## src/rtl/serial_adder_pkg.sv

```systemverilog
// Shared types and constants for the serial adder sequencer.
package serial_adder_pkg;

    typedef enum logic [1:0] {
        IDLE = 2'd0,
        RUN  = 2'd1,
        DONE = 2'd2
    } state_t;

    // Bits consumed per cycle by the adder slice.
    localparam int SLICE_W = 2;

    // Number of slice steps needed for an operand of the given width.
    function automatic int steps(input int width);
        return width / SLICE_W;
    endfunction

endpackage

```

## src/rtl/serial_adder_ctrl.sv

```systemverilog
// Sequencer that adds two WIDTH-bit operands two bits per cycle through an
// external adder_2bit slice, LSB pair first, with the slice carry fed back.
module serial_adder_ctrl
    import serial_adder_pkg::*;
#(
    parameter int WIDTH = 8
) (
    input  logic             clk,
    input  logic             rst_n,
    input  logic             in_valid,
    output logic             in_ready,
    input  logic [WIDTH-1:0] in_a,
    input  logic [WIDTH-1:0] in_b,
    input  logic             in_cin,
    output logic [1:0]       slice_a,
    output logic [1:0]       slice_b,
    output logic             slice_cin,
    input  logic [1:0]       slice_sum,
    input  logic             slice_cout,
    output logic             out_valid,
    input  logic             out_ready,
    output logic [WIDTH-1:0] out_sum,
    output logic             out_cout
);

    localparam int STEPS = steps(WIDTH);
    localparam int CNT_W = (STEPS > 1) ? $clog2(STEPS) : 1;
    localparam logic [CNT_W-1:0] LAST_STEP = CNT_W'(STEPS - 1);

    generate
        if (WIDTH < 2 || (WIDTH % 2) != 0) begin : g_width_check
            $error("serial_adder_ctrl: WIDTH must be even and >= 2");
        end
    endgenerate

    state_t           state_q, state_d;
    logic [WIDTH-1:0] a_q, a_d;
    logic [WIDTH-1:0] b_q, b_d;
    logic             carry_q, carry_d;
    logic [CNT_W-1:0] step_q, step_d;
    logic [WIDTH-1:0] acc_q, acc_d;
    logic [WIDTH-1:0] sum_q, sum_d;
    logic             cout_q, cout_d;

    assign out_sum  = sum_q;
    assign out_cout = cout_q;

    // Next-state, datapath updates and handshake/slice outputs.
    always_comb begin
        state_d   = state_q;
        a_d       = a_q;
        b_d       = b_q;
        carry_d   = carry_q;
        step_d    = step_q;
        acc_d     = acc_q;
        sum_d     = sum_q;
        cout_d    = cout_q;
        slice_a   = '0;
        slice_b   = '0;
        slice_cin = 1'b0;
        in_ready  = (state_q == IDLE);
        out_valid = (state_q == DONE);

        case (state_q)
            IDLE: begin
                if (in_valid) begin
                    a_d     = in_a;
                    b_d     = in_b;
                    carry_d = in_cin;
                    step_d  = '0;
                    state_d = RUN;
                end
            end
            RUN: begin
                // Operands shift right so the current pair always sits in bits [1:0];
                // slice results are only sampled here, keeping X off the state when idle.
                slice_a   = a_q[1:0];
                slice_b   = b_q[1:0];
                slice_cin = carry_q;
                a_d       = a_q >> SLICE_W;
                b_d       = b_q >> SLICE_W;
                carry_d   = slice_cout;
                acc_d[SLICE_W*int'(step_q) +: SLICE_W] = slice_sum;
                step_d    = step_q + CNT_W'(1);
                if (step_q == LAST_STEP) begin
                    sum_d   = acc_d;
                    cout_d  = slice_cout;
                    step_d  = '0;
                    state_d = DONE;
                end
            end
            DONE: begin
                if (out_ready) begin
                    state_d = IDLE;
                end
            end
            default: state_d = IDLE;
        endcase
    end

    // State and datapath registers with synchronous active-low reset.
    always_ff @(posedge clk) begin
        if (!rst_n) begin
            state_q <= IDLE;
            a_q     <= '0;
            b_q     <= '0;
            carry_q <= 1'b0;
            step_q  <= '0;
            acc_q   <= '0;
            sum_q   <= '0;
            cout_q  <= 1'b0;
        end else begin
            state_q <= state_d;
            a_q     <= a_d;
            b_q     <= b_d;
            carry_q <= carry_d;
            step_q  <= step_d;
            acc_q   <= acc_d;
            sum_q   <= sum_d;
            cout_q  <= cout_d;
        end
    end

endmodule

```

## config.mk

```make
export PLATFORM = sky130hd
export DESIGN_NAME = serial_adder_ctrl
export DESIGN_NICKNAME = d
export VERILOG_FILES = /design/src/rtl/serial_adder_pkg.sv /design/src/rtl/serial_adder_ctrl.sv
export SDC_FILE = /design/constraint.sdc
export NUM_CORES = 1
export LEC_CHECK = 0
export BUFFER_PORTS_ARGS = -buffer_cell sky130_fd_sc_hd__buf_2
export CAP_MARGIN = 20
export CORE_ASPECT_RATIO = 1.4
export CORE_UTILIZATION = 30
export DETAILED_ROUTE_END_ITERATION = 16
export PLACE_DENSITY = 0.59
export SYNTH_ARGS = -nofsm -noshare
export SYNTH_HDL_FRONTEND = slang
export SYNTH_SLANG_ARGS = --single-unit
```

## constraint.sdc

```tcl
create_clock -name clk -period 1.9 [get_ports clk]
set_clock_uncertainty 0.15 [all_clocks]
set_input_delay 0.38 -clock clk [delete_from_list [all_inputs] [get_ports clk]]
set_output_delay 0.38 -clock clk [all_outputs]
set_load 0.02 [all_outputs]
```

==> results.sh <==
export IMPL_path_max_fanout=7
export IMPL_antenna_found_initial=0
export IMPL_post_dp_cell_area_um2=2180
export IMPL_place_hpwl_um=3270
export IMPL_setup_total_negative_slack_ps=0
export IMPL_start_kind="flop"
export IMPL_grt_busiest_layer="met2"
export IMPL_grt_setup_unrepaired="no"
export IMPL_synth_top_area_cell="dfxtp_1"
export IMPL_seqCellArea_um2=762
export IMPL_htreeDepth=2
export IMPL_met1_usage=0.165
export IMPL_synth_fp_nets=246
export IMPL_vias=1695
export IMPL_ioPinCount=40
export IMPL_r2r_cells=5
export IMPL_post_route_cell_area_um2=2290
export IMPL_grt_max_degree=32
export IMPL_hold_depth=3
export IMPL_start_util=0.313
export IMPL_multiInputGateArea_um2=1050
export IMPL_slew_viol_final=0
export IMPL_p_leak_nw=0.994
export IMPL_routabilityCongestion=0.783
export IMPL_diodes=0
export IMPL_slew_headroom=0.392
export IMPL_syn_inst=216
export IMPL_worstReg2RegStart="step_q[1]"
export IMPL_drc=0
export IMPL_clkLatencyLatePin_ps=290
export IMPL_ys_ff_latch=38
export IMPL_worst_setup_path_type="reg -> out"
export IMPL_clock_path_buffers=2
export IMPL_slowest_stage="dfxtp_2"
export IMPL_worst_pin_slew_ps=908
export IMPL_min_to="out_cout"
export IMPL_die_y_um=97.5
export IMPL_synth_area_top_cells="dfxtp_1 (39%), a21oi_1 (7.7%), nor2b_1 (6.4%)"
export IMPL_nFillCells=656
export IMPL_drt_vias_per_instance=5.18
export IMPL_pre_cts_ws_ps=98.0
export IMPL_coreArea_um2=6250
export IMPL_clk_pin_slew_worst_paths_ps=80
export IMPL_rows=34
export IMPL_gr_total_overflow=0
export IMPL_layout_common_cells="buf_2 (39), dfxtp_1 (37), a21oi_1 (30)"
export IMPL_cts_hold_buffers=0
export IMPL_path_cells="and2b_4 > and2_1 > buf_2"
export IMPL_netlist_area_um2=1960
export IMPL_crit_family="simple AND/OR/NAND/NOR gates"
export IMPL_grt_usage=0.143
export IMPL_worstPathArrival_ps=1270
export IMPL_firstDrtPassIters=4
export IMPL_met3_usage=0.0259
export IMPL_drive_gt1_frac=0.298
export IMPL_critPathMaxStageDelay_ps=360
export IMPL_critPathLaunch="state_q[1]"
export IMPL_yosys_warnings=0
export IMPL_die_x_um=70.2
export IMPL_rrSetupSlack_ps=150
export IMPL_setup_viol=0
export IMPL_post_route_min_period_ps=1800
export IMPL_postSynthAreaPerCell_um2=9.05
export IMPL_drt_iter0_markers=38
export IMPL_final_common_cell="buf_2"
export IMPL_setup_ws_ps=101
export IMPL_route_detailed_wl_per_inst_um=14.1
export IMPL_grt_use_met2=0.251
export IMPL_ys_types=39
export IMPL_max_vdd_ir_drop_uv=261
export IMPL_fin_crit_sh=0.947
export IMPL_crit_required_ps=1370
export IMPL_cp_end_kind="primary output"
export IMPL_clock_sinks=38
export IMPL_area_growth_pct=17.3
export IMPL_tritoncts="yes"
export IMPL_port_buffers=39
export IMPL_ant_nets=0
export IMPL_layout_nets=284
export IMPL_grt_pass1_wl_um=7820
export IMPL_root_buffer="clkbuf_8"
export IMPL_design_die_area_um2=6850
export IMPL_cts_buffers=5
export IMPL_timing_fmax_mhz=556
export IMPL_cap_violations=0
export IMPL_power_per_cell_area_nw_per_um2=736
export IMPL_final_cells=327
export IMPL_yosysSeqAreaShare=0.389
export IMPL_synth_top_area_frac=0.389
export IMPL_placed_cells=317
export IMPL_grt_pass1_vias=1637
export IMPL_r2r_end="out_sum[0]"
export IMPL_min_from="slice_cout"
export IMPL_status="finished clean"
export IMPL_path_buf_inv=1
export IMPL_hold_class="in -> reg"
export IMPL_routed_wl_um=4600
export IMPL_final_hold_viol_count=0
-- area by class of cell --
class                   count  area share
multi-input cells         154       0.459
flip-flops and latches     38       0.332
repair buffers             49       0.118
well taps                  72      0.0393
clock buffers               6      0.0360
inverters                   6     0.00982
clock inverters             2     0.00546
-- routing by layer --
metal	up-vias	wire (µm)
met5	-	0
met1	794	1920
li1	856	-
met4	0	100
met2	36	2420
met3	9	150
-- where the power goes --
part / internal, mW / leakage (nW) / switching (mW)
clock network: 0.292 / 0.0472 / 0.298
logic: 0.115 / 0.636 / 0.135
registers: 0.831 / 0.311 / 0.0178
total: 1.24 / 0.994 / 0.450
-- synth_stat cells (all sizes together) --
cell type,instances
a21oi,30
a22oi,2
a31oi,2
a32o,2
a32oi,4
and2,6
and2b,1
and3,2
and3b,1
and4,1
and4b,2
and4bb,2
buf,16
clkbuf,2
dfxtp,38
ha,6
inv,6
mux2i,2
nand2,2
nand2b,2
nand3,3
nand3b,3
nand4,2
nand4bb,4
nor2,25
nor2b,20
nor3,1
nor3b,1
o21ai,12
o21bai,1
o221a,13
o31ai,1
o41ai,1
-- how the worst max path moves through the flow --
stage          depth (start not counted)  slack [ps]         end
4_1_cts                                3          30   slice_cin
3_3_place_gp                           4          90      b_q[5]
2_1_floorplan                          6         130    acc_q[0]
3_5_place_dp                           4         100      b_q[5]
6_report                               3         100   slice_cin
5_1_grt                                5          40  out_sum[0]
-- repair_timing --
action                     4_1_cts  5_1_grt
resized for setup                1        3
setup buffers                    2        0
pin swaps                        0        0
setup endpoints to repair        5        6
-- cell families (layout without fill, tap and decap cells) --
kind of cell | after synthesis | in the layout | synth area share
adders and majority gates | 6 | 6 | 0.0384
and+or+nand+nor | 78 | 78 | 0.246
DFF | 38 | 38 | 0.389
AOI/OAI and AO/OA | 68 | 68 | 0.241
buffers and inverters | 24 | 63 | 0.0755
muxes | 2 | 2 | 0.0102
-- through the flow --
step | hold WS [ps] | util | power [mW]
finish | 181 | 0.367 | 1.69
global route | 204 | 0.367 | 1.78
CTS | 179 | 0.366 | 1.71
detailed placement | 316 | 0.348 | 1.11
global placement | 305 | 0.348 | 1.11
floorplan | 295 | - | 1.05
-- sequential cells by signal, summed over array words and instances (netlist names) --
register	flops
acc_q	8
carry_q	1
out_cout	1
state_q	2
a_q	8
out_sum	8
step_q	2
b_q	8
-- worst reg2reg max path, stage by stage (launching register included) --
cell,delay [ps]
dfxtp_1,410
inv_1,100
ha_2,430
and4bb_2,290
a21oi_1,170
a21oi_1,90
No activity file was read; power rests on OpenSTA's default activity.
